===== src/rtl/apb_master_ctrl.sv =====
// apb_master_ctrl: APB requester for the timer subsystem.
// Turns a valid/ready command into one APB SETUP/ACCESS transfer and returns
// read data and error status on a single-cycle response strobe.
// One transfer is outstanding at a time.
// Optional build macro: APB_MASTER_TIMEOUT_EN. When defined, an ACCESS phase
// with PREADY low for TIMEOUT_CYCLES cycles is aborted with an error response.
module apb_master_ctrl #(
    parameter int ADDR_W         = 2,
    parameter int DATA_W         = 8,
    parameter int TIMEOUT_CYCLES = 16
) (
    input  logic              PCLK,
    input  logic              PRESET,
    input  logic              cmd_valid,
    output logic              cmd_ready,
    input  logic              cmd_write,
    input  logic [ADDR_W-1:0] cmd_addr,
    input  logic [DATA_W-1:0] cmd_wdata,
    output logic              rsp_valid,
    output logic [DATA_W-1:0] rsp_rdata,
    output logic              rsp_err,
    output logic              rsp_timeout,
    output logic              busy,
    output logic              PSEL,
    output logic              PENABLE,
    output logic              PWRITE,
    output logic [ADDR_W-1:0] PADDR,
    output logic [DATA_W-1:0] PWDATA,
    input  logic [DATA_W-1:0] PRDATA,
    input  logic              PREADY,
    input  logic              PSLVERR
);

    typedef enum logic [1:0] {
        IDLE   = 2'd0,
        SETUP  = 2'd1,
        ACCESS = 2'd2
    } state_t;

    state_t            state;
    state_t            state_nxt;
    logic              psel_nxt;
    logic              penable_nxt;
    logic              pwrite_nxt;
    logic [ADDR_W-1:0] paddr_nxt;
    logic [DATA_W-1:0] pwdata_nxt;
    logic              busy_nxt;
    logic              rsp_valid_nxt;
    logic [DATA_W-1:0] rsp_rdata_nxt;
    logic              rsp_err_nxt;
    logic              rsp_timeout_nxt;
    logic              timeout_hit;

    // Only command acceptance is combinational; everything else is registered.
    assign cmd_ready = (state == IDLE) && !PRESET;

`ifdef APB_MASTER_TIMEOUT_EN
    localparam int               CNT_W     = $clog2(TIMEOUT_CYCLES + 1);
    localparam logic [CNT_W-1:0] CNT_LIMIT = CNT_W'(TIMEOUT_CYCLES);

    logic [CNT_W-1:0] to_cnt;
    logic [CNT_W-1:0] to_cnt_nxt;

    // Count stalled ACCESS cycles; held at zero outside ACCESS so every ACCESS starts fresh.
    always_comb begin
        to_cnt_nxt  = '0;
        timeout_hit = 1'b0;
        if (state == ACCESS && !PREADY) begin
            to_cnt_nxt  = to_cnt + 1'b1;
            timeout_hit = (to_cnt_nxt == CNT_LIMIT);
        end
    end

    // Stall counter register.
    always_ff @(posedge PCLK) begin
        if (PRESET) begin
            to_cnt <= '0;
        end else begin
            to_cnt <= to_cnt_nxt;
        end
    end
`else
    assign timeout_hit = 1'b0;
`endif

    // Next-state and next-output decode for the transfer sequencer.
    always_comb begin
        state_nxt       = state;
        psel_nxt        = PSEL;
        penable_nxt     = PENABLE;
        pwrite_nxt      = PWRITE;
        paddr_nxt       = PADDR;
        pwdata_nxt      = PWDATA;
        busy_nxt        = busy;
        rsp_valid_nxt   = 1'b0;
        rsp_rdata_nxt   = rsp_rdata;
        rsp_err_nxt     = rsp_err;
        rsp_timeout_nxt = rsp_timeout;

        unique case (state)
            IDLE: begin
                if (cmd_valid && cmd_ready) begin
                    state_nxt   = SETUP;
                    psel_nxt    = 1'b1;
                    penable_nxt = 1'b0;
                    busy_nxt    = 1'b1;
                    pwrite_nxt  = cmd_write;
                    paddr_nxt   = cmd_addr;
                    pwdata_nxt  = cmd_wdata;
                end
            end
            SETUP: begin
                state_nxt   = ACCESS;
                penable_nxt = 1'b1;
            end
            ACCESS: begin
                // PREADY wins over the timeout on the same edge.
                if (PREADY) begin
                    state_nxt       = IDLE;
                    psel_nxt        = 1'b0;
                    penable_nxt     = 1'b0;
                    busy_nxt        = 1'b0;
                    rsp_valid_nxt   = 1'b1;
                    rsp_err_nxt     = PSLVERR;
                    rsp_rdata_nxt   = (!PWRITE && !PSLVERR) ? PRDATA : '0;
                    rsp_timeout_nxt = 1'b0;
                end else if (timeout_hit) begin
                    state_nxt       = IDLE;
                    psel_nxt        = 1'b0;
                    penable_nxt     = 1'b0;
                    busy_nxt        = 1'b0;
                    rsp_valid_nxt   = 1'b1;
                    rsp_err_nxt     = 1'b1;
                    rsp_rdata_nxt   = '0;
                    rsp_timeout_nxt = 1'b1;
                end
            end
            default: begin
                state_nxt   = IDLE;
                psel_nxt    = 1'b0;
                penable_nxt = 1'b0;
                busy_nxt    = 1'b0;
            end
        endcase
    end

    // State and registered outputs; reset clears everything and abandons any transfer.
    always_ff @(posedge PCLK) begin
        if (PRESET) begin
            state       <= IDLE;
            PSEL        <= 1'b0;
            PENABLE     <= 1'b0;
            PWRITE      <= 1'b0;
            PADDR       <= '0;
            PWDATA      <= '0;
            busy        <= 1'b0;
            rsp_valid   <= 1'b0;
            rsp_rdata   <= '0;
            rsp_err     <= 1'b0;
            rsp_timeout <= 1'b0;
        end else begin
            state       <= state_nxt;
            PSEL        <= psel_nxt;
            PENABLE     <= penable_nxt;
            PWRITE      <= pwrite_nxt;
            PADDR       <= paddr_nxt;
            PWDATA      <= pwdata_nxt;
            busy        <= busy_nxt;
            rsp_valid   <= rsp_valid_nxt;
            rsp_rdata   <= rsp_rdata_nxt;
            rsp_err     <= rsp_err_nxt;
            rsp_timeout <= rsp_timeout_nxt;
        end
    end

endmodule


===== config.mk =====
export PLATFORM = sky130hd
export DESIGN_NAME = apb_master_ctrl
export DESIGN_NICKNAME = d
export VERILOG_FILES = /design/src/rtl/apb_master_ctrl.sv
export SDC_FILE = /design/constraint.sdc
export NUM_CORES = 1
export LEC_CHECK = 0
export ABC_AREA = 1
export ABC_CLOCK_PERIOD_IN_PS = 1030
export CORE_ASPECT_RATIO = 2
export CORE_UTILIZATION = 34
export CTS_CLUSTER_DIAMETER = 80
export DETAILED_ROUTE_END_ITERATION = 8
export GPL_TIMING_DRIVEN = 0
export PLACE_DENSITY = 0.85
export SYNTH_ARGS = -nofsm -noshare
export SYNTH_HDL_FRONTEND = slang
export SYNTH_SLANG_ARGS = --single-unit

===== constraint.sdc =====
create_clock -name PCLK -period 1.03 [get_ports PCLK]
set_input_delay 0.1545 -clock PCLK [delete_from_list [all_inputs] [get_ports PCLK]]
set_output_delay 0.1545 -clock PCLK [all_outputs]
set_load 0.005 [all_outputs]

Word-level counts from Yosys, hierarchy flattened
Cells that the tools add are included.

Register bits after elaboration: 25. Input port bits: 24. Output and inout bits: 26. Logic and storage cells: 37.

Equality and inequality tests: 4. Multiplexer cells: 10. Bitwise operators: 2. Reduce and logical (&&, ||, !) cells: 12.

Operators with widths (count): 8-bit 2-to-1 mux (1); 1-bit case mux with 3 select lines (2); 2-bit case mux with 3 select lines (1); 2-bit AND reduction (3); 1-bit 2-to-1 mux (4); 2-bit 2-to-1 mux (2); 1-bit logical AND (3); 1-bit logical NOT (3); 3-bit AND reduction (1); 2-bit by 1-bit == test with 1-bit output, second input constant (1); 2-bit == test, second input constant (1); 2-bit logical NOT (1); 2-bit by 1-bit inequality test with 1-bit output, second input constant (1); 2-bit inequality test, second input constant (1); 1-bit inverter (2); 2-bit OR reduction (1).

Logic depth before layout (Yosys ltp)
Word-level depth: 5. Mapped depth: 7. Gate-level depth less buffers: 6.

Worst setup path before layout
Ideal clock, no wire load.

Kind: register to register. Start: reg state[1]. End: reg PADDR[0]. Setup time: 0.113 ns. Arrival: 0.848 ns. Data required time: 0.917 ns. Slack: 0.069 ns. Cell stages (with the launch flop): 7. Buffers on the path: 2. Clock period less this slack: 0.961 ns. Cells stage by stage: dfxtp_1 -> buf_6 -> nor2_4 -> nand3_2 -> buf_4 -> nand3_1 -> nand2_1.

Word-level cells in the longest chain between the ends: 4.

Ends and longest elaborated chain: start: declaration (line 40) `state_t state;`; start signal: assignment (line 162) `state <= state_nxt;`; 2-bit logical NOT * (line 55, 100); 1-bit logical AND (line 55) `assign cmd_ready = (state == IDLE) && !PRESET;`; 1-bit logical AND (line 102) `if (cmd_valid && cmd_ready) begin`; 2-bit AND reduction (no line) *; end signal: assignment (line 166) `PADDR <= paddr_nxt;`; end: declaration (line 27) `output logic [ADDR_W-1:0] PADDR,`.

Every way passes the cells marked *; elsewhere a longest branch is shown, timed or not. A chain may end at the register's enable or synchronous reset.

Worst setup path after layout
Start: reg state[0]. End: out cmd_ready.

Word-level cells in the longest chain between the ends: 2.

Ends and longest elaborated chain: 2-bit logical NOT (line 55); 1-bit logical AND (line 55); end: declaration (line 15) `output logic cmd_ready,`.

No other way between the ends.

==> results.yml <==
power:
  ir_drop_uv: 861
  p_leak_nw: 0.768
  power_density_nw_per_um2: 1220
cts:
  clock_sinks: 25
  cts_tree: "yes"
  worstSkewPairLatency_ps: 280
  numCtsBuffers: 3
  cts_root_buffer: "clkbuf_8"
  htreeDepth: 1
  cts_buffer_depth: 2
  path_clk_slew_ps: 90
run_status:
  status: "finished with violations"
  violations: "negative setup slack"
layout:
  n_fill_cell: 227
  final_common_cell: "nand2_1"
  final_area_um2: 1690
  final_cells: 205
  utilization: 0.649
  multi_input_area_um2: 449
  layout.nets: 202
  ff_latch_area_um2: 529
  drive_above_1_share: 0.401
  area_growth_pct: 78.9
  n_antenna_cell: 0
  final_cell_mix: "nand2_1, clkdlybuf4s50_1, dfxtp_2"
min_path:
  hold_class: "in -> reg"
  hold_depth: 2
global_routing:
  grt_pass1_vias: 967
  grt_max_degree: 15
  grt.total_usage: 0.182
  grt_pass1_wl_mm: 3.93
  antenna_found_initial: 0
  overflow: 0
floorplan:
  dieArea_um2: 3000
  core-area_um2: 2600
  ios: 50
  die_y_um: 76.5
  start_util: 0.363
  die_w_um: 39.2
  num_rows: 26
critical_path:
  crit_cells: 2
  slowest_stage: "dfxtp_2"
  rr_worst_depth: 6
  crit_chain: "nor3_2 > buf_2"
  crit_arrival_ps: 930
  crit_fanout: 3
  crit_buf_inv: 1
  crit_required_ps: 880
  slowest_delay_ps: 360
  path_delay_family: "flip-flops"
  worstSetupPathType: "reg -> out"
  worstSetupStartpointType: "flop"
  cp-end-kind: "output port"
synth:
  synthAdderAreaFrac: 0
  syn-num-nets: 140
  synth-seq-area-share: 0.531
  synth_top_cell_by_area: "dfxtp_1"
  ys_seq_elements: 25
  synth_compound_area_frac: 0.0637
  synthTopCellsByArea: "dfxtp_1, nand2_1, nand3_1"
  yosysUniqueCellTypes: 18
  synth_mux_area_frac: 0
  synth_top_family_by_area: "simple AND/OR/NAND/NOR gates"
  yosysTopAreaCellShare: 0.531
  synthSimpleGateAreaFrac: 0.316
  synth_cells: 116
  ys_warn_count: 0
  synth_xor_area_frac: 0
  syn_area_um2: 943
  postSynthAreaPerCell_um2: 8.13
timing:
  setup-violations-final: 1
  finalHoldViolCount: 0
  layout_setup_ws_ps: -50.2
  post-route-min-period_ps: 1080
  slew_violations: 0
  fin_setup_tns_ps: -50.2
  rsz0062_at_grt: "yes"
  fin_skew_ps: 4.75
  clock.fmax_ghz: 0.926
  finalCritPeriodShare: 1.05
place:
  place_area_um2: 1460
  dp_hpwl_mm: 1.70
  dpl_worst_slack_ps: -479
  dp_cells: 192
  port_buffers: 48
  gp_congestion: 0.819
detailed_routing:
  drc: 0
  drt_iter0_drc: 6
  via_per_inst: 4.80
  wl_per_cell_um: 12.7
  drtAntennaViolNets: 0
  firstDrtPassIters: 4
  num_vias: 983
  routed_wl_mm: 2.61
run:
  drv_cap: 0
-- kinds of logic after synthesis --
logic type	after synthesis
other	1
buffers and inverters	14
AOI/OAI and AO/OA	12
and+or+nand+nor	64
DFF	25
-- path summary, 6_finish.rpt --
| check | start | endpoint | slack (ps) |
|---|---|---|---|
| max | state[0]$_SDFFE_PP0P_ | cmd_ready | -50 |
| min | PRESET | rsp_err$_SDFFE_PP0P_ | 300 |
| max reg2reg | state[1]$_SDFFE_PP0P_ | PWDATA[6]$_SDFFE_PP0P_ | 10 |
| min reg2reg | PADDR[0]$_SDFFE_PP0P_ | PADDR[0]$_SDFFE_PP0P_ | 460 |
-- synthesized netlist by cell type --
master,number
a21oi_1,2
buf_2,2
buf_4,3
buf_6,2
conb_1,1
dfxtp_1,25
inv_1,4
inv_2,3
nand2_1,33
nand3_1,20
nand3_2,2
nand3b_1,1
nand4_1,2
nor2_1,3
nor2_4,1
nor2b_1,1
nor3_1,1
o21ai_0,10
-- report_power, final --
group	switching [mW]	internal [mW]	leakage (nW)	total, mW
registers	0.0383	1.02	0.213	1.06
clock network	0.321	0.272	0.0255	0.592
logic	0.168	0.237	0.530	0.405
total	0.527	1.53	0.768	2.06
-- worst register-to-register path, delay by kind of cell, from the launching register on --
kind	cells	cell delay, ps
DFF	1	380
buffers and inverters	2	230
and+or+nand+nor	4	360
-- layer usage --
| layer | wire [um] | track usage | up-vias |
|---|---|---|---|
| met5 | 0 | 0 | - |
| met3 | 170 | 0.0262 | 2 |
| met4 | 30 | 0.0828 | 0 |
| met2 | 1480 | 0.333 | 45 |
| met1 | 928 | 0.180 | 440 |
| li1 | - | - | 496 |
-- flip-flops by register name, indices dropped and copies added (netlist names) --
register   count
rsp_valid      1
PWDATA         8
state          2
PENABLE        1
PWRITE         1
rsp_err        1
rsp_rdata      8
PSEL           1
PADDR          2
-- stage by stage --
step,power (mW),hold WS [ps]
global placement,1.41,453
floorplan,1.20,224
finish,2.06,298
detailed placement,1.42,459
CTS,2.02,298
global route,2.14,314
-- what timing repair did --
item / 4_1_cts / 5_1_grt
cloned: 2 / 0
pin swaps: 4 / 11
setup endpoints to repair: 42 / 29
hold buffers: 0 / 0
buffers inserted: 6 / 4
resized for setup: 65 / 38
-- cell type report --
type / count / area share
Tap cell: 28 / 0.0208
Clock buffer: 3 / 0.0245
Multi-Input combinational cell: 77 / 0.266
Inverter: 7 / 0.0170
Clock inverter: 1 / 0.00297
Sequential cell: 25 / 0.314
Timing Repair Buffer: 59 / 0.331
Buffer: 5 / 0.0237
Power figures use the tool's default switching activity.
